[config.mk]
export PLATFORM = sky130hd
export DESIGN_NAME = uart_cmd_sequencer_flat
export DESIGN_NICKNAME = d
export VERILOG_FILES = /design/src/rtl/uart_cmd_sequencer_if.sv /design/src/rtl/uart_cmd_sequencer.sv /design/src/flat_wrapper.sv
export SDC_FILE = /design/constraint.sdc
export NUM_CORES = 1
export LEC_CHECK = 0
export BUFFER_PORTS_ARGS = -buffer_cell sky130_fd_sc_hd__buf_2
export CORE_ASPECT_RATIO = 0.75
export CORE_MARGIN = 2
export CORE_UTILIZATION = 45
export CTS_BUF_LIST = sky130_fd_sc_hd__clkbuf_4 sky130_fd_sc_hd__clkbuf_8
export DETAILED_ROUTE_END_ITERATION = 10
export GPL_ROUTABILITY_DRIVEN = 0
export GPL_TIMING_DRIVEN = 0
export HOLD_SLACK_MARGIN = 0.12
export MAX_ROUTING_LAYER = met4
export PLACE_DENSITY = 0.7
export SLEW_MARGIN = 30
export SYNTH_ARGS = -nofsm -noshare
export SYNTH_HDL_FRONTEND = slang
export SYNTH_SLANG_ARGS = --single-unit
[constraint.sdc]
create_clock -name uart_samplig_clk -period 3 [get_ports uart_samplig_clk]
set_clock_uncertainty 0.2 [all_clocks]
set_input_delay 0.45 -clock uart_samplig_clk [delete_from_list [all_inputs] [get_ports uart_samplig_clk]]
set_output_delay 0.45 -clock uart_samplig_clk [all_outputs]
set_load 0.01 [all_outputs]
[src/rtl/uart_cmd_sequencer_if.sv]
// uart_cmd_sequencer_if
//   Bundles the receiver byte handshake, the command handshake and the error
//   pulses of the UART command sequencer.
//   master : the sequencer (takes rx_valid/rx_data/cmd_ready, drives the rest)
//   slave  : the surrounding system (receiver + command consumer)
//   Signals: rx_valid, rx_ready, rx_data[7:0], cmd_valid, cmd_ready,
//            cmd_opcode[7:0], cmd_len[3:0], cmd_payload[8*MAX_LEN-1:0],
//            err_checksum, err_length, err_timeout
interface uart_cmd_sequencer_if #(
   parameter int unsigned MAX_LEN = 8
);
   logic                 rx_valid;
   logic                 rx_ready;
   logic [7:0]           rx_data;
   logic                 cmd_valid;
   logic                 cmd_ready;
   logic [7:0]           cmd_opcode;
   logic [3:0]           cmd_len;
   logic [8*MAX_LEN-1:0] cmd_payload;
   logic                 err_checksum;
   logic                 err_length;
   logic                 err_timeout;

   modport master (
      input  rx_valid, rx_data, cmd_ready,
      output rx_ready, cmd_valid, cmd_opcode, cmd_len, cmd_payload,
             err_checksum, err_length, err_timeout
   );

   modport slave (
      output rx_valid, rx_data, cmd_ready,
      input  rx_ready, cmd_valid, cmd_opcode, cmd_len, cmd_payload,
             err_checksum, err_length, err_timeout
   );
endinterface

[src/rtl/uart_cmd_sequencer.sv]
// uart_cmd_sequencer
//   Frames received UART bytes (SYNC, OPCODE, LEN, LEN payload bytes, CHK)
//   into XOR-checksummed commands and offers each complete command on a
//   valid/ready handshake. Framing problems are reported as one-cycle pulses.
//   Ports:
//     uart_samplig_clk : 16x sampling clock, everything runs on it
//     reset            : synchronous, active-high
//     bus (master)     : rx byte handshake, command handshake, error pulses
module uart_cmd_sequencer #(
   parameter logic [7:0]  SYNC_BYTE     = 8'hA5,
   parameter int unsigned MAX_LEN       = 8,
   parameter logic [15:0] TIMEOUT_TICKS = 16'd4096
) (
   input logic                  uart_samplig_clk,
   input logic                  reset,
   uart_cmd_sequencer_if.master bus
);

   typedef enum logic [2:0] {
      HUNT    = 3'd0,
      OPCODE  = 3'd1,
      LENGTH  = 3'd2,
      PAYLOAD = 3'd3,
      CHECK   = 3'd4,
      ISSUE   = 3'd5
   } state_t;

   localparam logic [7:0]  MAX_LEN_B = 8'(MAX_LEN);
   localparam logic [15:0] TICK_LAST = TIMEOUT_TICKS - 16'd1;

   state_t               state;
   state_t               state_nxt;
   logic                 accept;
   logic                 in_frame;
   logic                 timeout_hit;
   logic                 len_bad;
   logic [15:0]          idle_cnt;
   logic [7:0]           acc;
   logic [7:0]           opcode_r;
   logic [3:0]           len_r;
   logic [3:0]           idx;
   logic [8*MAX_LEN-1:0] payload_r;
   logic                 err_checksum_r;
   logic                 err_length_r;
   logic                 err_timeout_r;

   assign accept   = bus.rx_valid && bus.rx_ready;
   assign in_frame = (state == OPCODE) || (state == LENGTH) ||
                     (state == PAYLOAD) || (state == CHECK);
   // An accepted byte wins over an expiring gap counter in the same cycle.
   assign timeout_hit = in_frame && !accept && (idle_cnt == TICK_LAST);
   assign len_bad     = (bus.rx_data > MAX_LEN_B);

   // State register
   always_ff @(posedge uart_samplig_clk) begin
      if (reset) state <= HUNT;
      else       state <= state_nxt;
   end

   // Next-state logic
   always_comb begin
      state_nxt = state;
      case (state)
         HUNT: begin
            if (accept && (bus.rx_data == SYNC_BYTE)) state_nxt = OPCODE;
         end
         OPCODE: begin
            if (timeout_hit) state_nxt = HUNT;
            else if (accept) state_nxt = LENGTH;
         end
         LENGTH: begin
            if (timeout_hit) state_nxt = HUNT;
            else if (accept) begin
               if (len_bad)                   state_nxt = HUNT;
               else if (bus.rx_data == 8'd0)  state_nxt = CHECK;
               else                           state_nxt = PAYLOAD;
            end
         end
         PAYLOAD: begin
            if (timeout_hit) state_nxt = HUNT;
            else if (accept && (idx == len_r - 4'd1)) state_nxt = CHECK;
         end
         CHECK: begin
            if (timeout_hit) state_nxt = HUNT;
            else if (accept) state_nxt = (bus.rx_data == acc) ? ISSUE : HUNT;
         end
         ISSUE: begin
            if (bus.cmd_ready) state_nxt = HUNT;
         end
         default: state_nxt = HUNT;
      endcase
   end

   // Handshake outputs, decoded from state only
   always_comb begin
      bus.rx_ready  = (state != ISSUE);
      bus.cmd_valid = (state == ISSUE);
   end

   // Inter-byte gap counter: only meaningful while a frame is being collected
   always_ff @(posedge uart_samplig_clk) begin
      if (reset || !in_frame || accept || timeout_hit) idle_cnt <= 16'd0;
      else                                             idle_cnt <= idle_cnt + 16'd1;
   end

   // Command fields, payload buffer and running XOR
   always_ff @(posedge uart_samplig_clk) begin
      if (reset) begin
         opcode_r  <= 8'd0;
         len_r     <= 4'd0;
         payload_r <= '0;
         acc       <= 8'd0;
         idx       <= 4'd0;
      end else if (accept) begin
         case (state)
            OPCODE: begin
               // Fresh frame: stale payload bytes must read as zero.
               opcode_r  <= bus.rx_data;
               payload_r <= '0;
               acc       <= bus.rx_data;
            end
            LENGTH: begin
               acc <= acc ^ bus.rx_data;
               if (!len_bad) begin
                  len_r <= bus.rx_data[3:0];
                  idx   <= 4'd0;
               end
            end
            PAYLOAD: begin
               for (int i = 0; i < int'(MAX_LEN); i++) begin
                  if (idx == 4'(i)) payload_r[8*i +: 8] <= bus.rx_data;
               end
               acc <= acc ^ bus.rx_data;
               idx <= idx + 4'd1;
            end
            default: ;
         endcase
      end
   end

   // Registered error pulses; the detecting conditions are mutually exclusive
   always_ff @(posedge uart_samplig_clk) begin
      if (reset) begin
         err_checksum_r <= 1'b0;
         err_length_r   <= 1'b0;
         err_timeout_r  <= 1'b0;
      end else begin
         err_checksum_r <= (state == CHECK)  && accept && (bus.rx_data != acc);
         err_length_r   <= (state == LENGTH) && accept && len_bad;
         err_timeout_r  <= timeout_hit;
      end
   end

   assign bus.cmd_opcode   = opcode_r;
   assign bus.cmd_len      = len_r;
   assign bus.cmd_payload  = payload_r;
   assign bus.err_checksum = err_checksum_r;
   assign bus.err_length   = err_length_r;
   assign bus.err_timeout  = err_timeout_r;

endmodule

[src/flat_wrapper.sv]
// flat-port wrapper written by rule: the top's interface ports become plain ports
module uart_cmd_sequencer_flat 
#(
   parameter logic [7:0]  SYNC_BYTE     = 8'hA5,
   parameter int unsigned MAX_LEN       = 8,
   parameter logic [15:0] TIMEOUT_TICKS = 16'd4096
)
  (uart_samplig_clk, reset, bus_rx_valid, bus_rx_data, bus_cmd_ready, bus_rx_ready, bus_cmd_valid, bus_cmd_opcode, bus_cmd_len, bus_cmd_payload, bus_err_checksum, bus_err_length, bus_err_timeout);
  uart_cmd_sequencer_if #(.MAX_LEN(MAX_LEN)) bus_i ();
  input logic uart_samplig_clk;
  input logic reset;
  input wire logic [$bits(bus_i.rx_valid)-1:0] bus_rx_valid;
  input wire logic [$bits(bus_i.rx_data)-1:0] bus_rx_data;
  input wire logic [$bits(bus_i.cmd_ready)-1:0] bus_cmd_ready;
  output wire logic [$bits(bus_i.rx_ready)-1:0] bus_rx_ready;
  output wire logic [$bits(bus_i.cmd_valid)-1:0] bus_cmd_valid;
  output wire logic [$bits(bus_i.cmd_opcode)-1:0] bus_cmd_opcode;
  output wire logic [$bits(bus_i.cmd_len)-1:0] bus_cmd_len;
  output wire logic [$bits(bus_i.cmd_payload)-1:0] bus_cmd_payload;
  output wire logic [$bits(bus_i.err_checksum)-1:0] bus_err_checksum;
  output wire logic [$bits(bus_i.err_length)-1:0] bus_err_length;
  output wire logic [$bits(bus_i.err_timeout)-1:0] bus_err_timeout;
  assign bus_i.rx_valid = bus_rx_valid;
  assign bus_i.rx_data = bus_rx_data;
  assign bus_i.cmd_ready = bus_cmd_ready;
  assign bus_rx_ready = bus_i.rx_ready;
  assign bus_cmd_valid = bus_i.cmd_valid;
  assign bus_cmd_opcode = bus_i.cmd_opcode;
  assign bus_cmd_len = bus_i.cmd_len;
  assign bus_cmd_payload = bus_i.cmd_payload;
  assign bus_err_checksum = bus_i.err_checksum;
  assign bus_err_length = bus_i.err_length;
  assign bus_err_timeout = bus_i.err_timeout;
  uart_cmd_sequencer #(.SYNC_BYTE(SYNC_BYTE), .MAX_LEN(MAX_LEN), .TIMEOUT_TICKS(TIMEOUT_TICKS)) u_core (.uart_samplig_clk(uart_samplig_clk), .reset(reset), .bus(bus_i));
endmodule
==> results.md <==
* Post-Synthesis Cells at 531
* Via-per-instance ratio at 5.25
* Post-synth top area share at 44.3%
* CTS tree: done
* CTS root buffer: clkbuf_8
* Pleak at 0.00263 uW
* Final Cycle Share at 73.7%
* Slew HR at 51.2%
* Post-synth cell types at 56
* First-pass GRT wire length at 19300 um
* Layout cells sized above 1 at 22.3%
* Residual DRC count at 0
* Iter 0 DRT Violations at 195
* RR Startpoint: u_core.bus.cmd_len[0]
* Post-route ant nets at 0
* H-tree depth at 3
* Synthesized flop and latch total at 110
* Net Count, Synth at 549
* Remaining global-route overflow at 0
* R2R cell count at 7
* Worst EP arrival at 2.30 ns
* Commonest cells after routing, fill and taps aside: dfxtp_1, nor2_1, buf_2
* CP required at 3.09 ns
* Commonest register cell after synthesis: dfxtp_1
* Reg-to-reg endpoint: u_core.state[2]
* Setup violations, final at 0
* Initial antenna violation count at 0
* Slowest-stage cell, CP: dfxtp_1
* Die X at 125 um
* PwrDens at 529 nW/um2
* Filler cells at 996
* Final TNS setup at 0 ns
* CP Launch Point: u_core.bus.cmd_len[0]
* Ports at 93
* Largest fanout on the critical path at 5
* Pin count of the biggest net entering global routing at 24
* Biggest area consumer among synthesized cells: dfxtp_1
* Max Slew Vio Count at 0
* Crit start category: register
* Main area contributors after synthesis: dfxtp_1, mux2i_1, nor2_1
* Die height at 95.0 um
* Global Route Usage Sum at 21.1%
* Sequential area share after synthesis at 44.3%
* Crit path cell chain: inv_1 > ha_1 > xor2_1 > nand4_1 > or3_4 > a21o_1 > o2111a_1
* Actual slew at the worst max-slew pin at 0.729 ns
* WL/cell at 15.8 um
* Ys async rst share at 0%
* Max Clock Freq at 452 MHz
* Worst VDD drop at 275 uV
* Post-synth EDFFs at 0
* Clk buf depth at 2
* PostCTS Resize Cnt at 0
* RSZ-0062 raised after global routing: no
* CTS Hold Bufs at 0
* Path category of the worst min-delay check: in -> reg
* Crit path capture: u_core.state[2]
* Power Total at 3080 uW
* P&R area growth vs syn at 17.1%
* Hold Vio Cnt, Final at 0
* Total die area at 11900 um2
* Syn. warnings at 0
* Num rows at 33
* Avg Cell Area, Syn at 9.36 um2
* Drt first pass iters at 4
* Core Util, Final at 53.6%
* PortBufs at 91
* CTS Buf Count at 9
* Clk_lat worst skew at 0.39 ns
* Tmin final at 2.21 ns
* CTS sink cnt at 110
* ANT cells at 0
* Most common cell after layout, fill and taps aside: dfxtp_1
* Max_cap viols at 0
* Kind of critical path: reg -> reg
* DRT Wirelength at 12300 um
* Initial Util at 45.8%
* Core Area at 10900 um2
* Reg clk slew, reported paths at 0.12 ns
* Area of the mapped netlist at 4970 um2
* Via count at 4082
* Max stage delay on crit path at 0.43 ns
* Vias in the first global route at 3866
* DP HPWL at 8940 um
* Reg-to-reg setup timing slack at 0.79 ns
* CP endpoint kind: register
* Final net count at 651
* Post-CTS setup buffers at 0
* Status: finished clean
power breakdown:
| group | switching, uW | leakage, uW | total [uW] | internal (uW) |
|---|---|---|---|---|
| combinational | 343 | 0.00164 | 606 | 263 |
| sequential | 32.6 | 0.000886 | 1530 | 1490 |
| clock | 599 | 0.000108 | 945 | 346 |
| total | 975 | 0.00263 | 3080 | 2100 |
metrics by stage:
step                hold slack, ns  cell area [um2]  instances  setup slack [ns]
global placement             0.226             5600        762             0.718
floorplan                    0.212             4970        531             0.851
finish                       0.144             5820        778             0.789
detailed placement           0.239             5600        762             0.655
CTS                          0.137             5820        778             0.781
global route                 0.164             5820        778             0.664
registers in the layout, summed over array words and instances (netlist names), 3 cells and up:
signal / flops
u_core.bus.cmd_len: 4
u_core.bus.cmd_opcode: 8
u_core.idle_cnt: 16
u_core.acc: 8
u_core.state: 3
u_core.bus.cmd_payload: 64
u_core.idx: 4
metal layers:
layer | track usage [%] | wire length (um) | vias up
met3 | 4.99 | 893 | 16
met2 | 33.5 | 5600 | 117
li1 | - | - | 1995
met1 | 26.9 | 5630 | 1954
met4 | 6.57 | 167 | 0
met5 | - | 0 | -
cells by family after synthesis:
logic type,Yosys count,synth area share [%]
buffers and inverters,43,4.98
XOR/XNOR,37,6.52
flip-flops,110,44.3
multiplexers,69,13.9
AO/OA/AOI/OAI,43,6.84
adder cells (fa/ha/maj),7,1.71
AND/OR/NAND/NOR,222,21.8
final cells by class:
cell class,instances,area [um2],share of cell area [%]
repair buffers,91,455,7.82
flip-flops and latches,110,2200,37.8
multi-input cells,378,2520,43.3
clock inverters,7,93.8,1.61
clock buffers,9,124,2.13
inverters,10,37.5,0.645
well taps,140,175,3.01
plain buffers,33,210,3.61
worst min-delay path by stage:
stage                                  start                       end  slack (ns)  cells past startpoint
after floorplan           u_core.idle_cnt[0]        u_core.idle_cnt[0]        0.21                      1
after global placement    u_core.idle_cnt[0]        u_core.idle_cnt[0]        0.23                      1
after detailed placement  u_core.idle_cnt[0]        u_core.idle_cnt[0]        0.24                      1
after CTS                     bus_rx_data[5]  u_core.bus.cmd_opcode[5]        0.14                      3
after global routing          bus_rx_data[7]  u_core.bus.cmd_opcode[7]        0.16                      3
final                         bus_rx_data[5]  u_core.bus.cmd_opcode[5]        0.14                      3
cell usage after synthesis (3+ instances only):
library cell	instances
a21o_1	5
a21oi_1	13
a21oi_4	4
and3_1	15
buf_2	3
buf_4	6
buf_6	4
clkbuf_1	17
clkbuf_8	3
dfxtp_1	110
ha_1	6
inv_1	10
mux2i_1	69
nand2_1	47
nand3_1	11
nand4_1	5
nor2_1	106
nor2b_1	3
nor3_1	4
nor4_1	3
o211ai_1	3
o21ai_0	4
or3_1	5
xnor2_1	26
xor2_1	11
critical path: cells and delay by family (launching register included):
family	cells	cell delay [ns]
AO/OA/AOI/OAI	2	0.48
XOR/XNOR	1	0.13
adder cells (fa/ha/maj)	1	0.30
buffers and inverters	1	0.07
flip-flops	1	0.43
AND/OR/NAND/NOR	2	0.51
No activity file was read; power rests on OpenSTA's default activity.
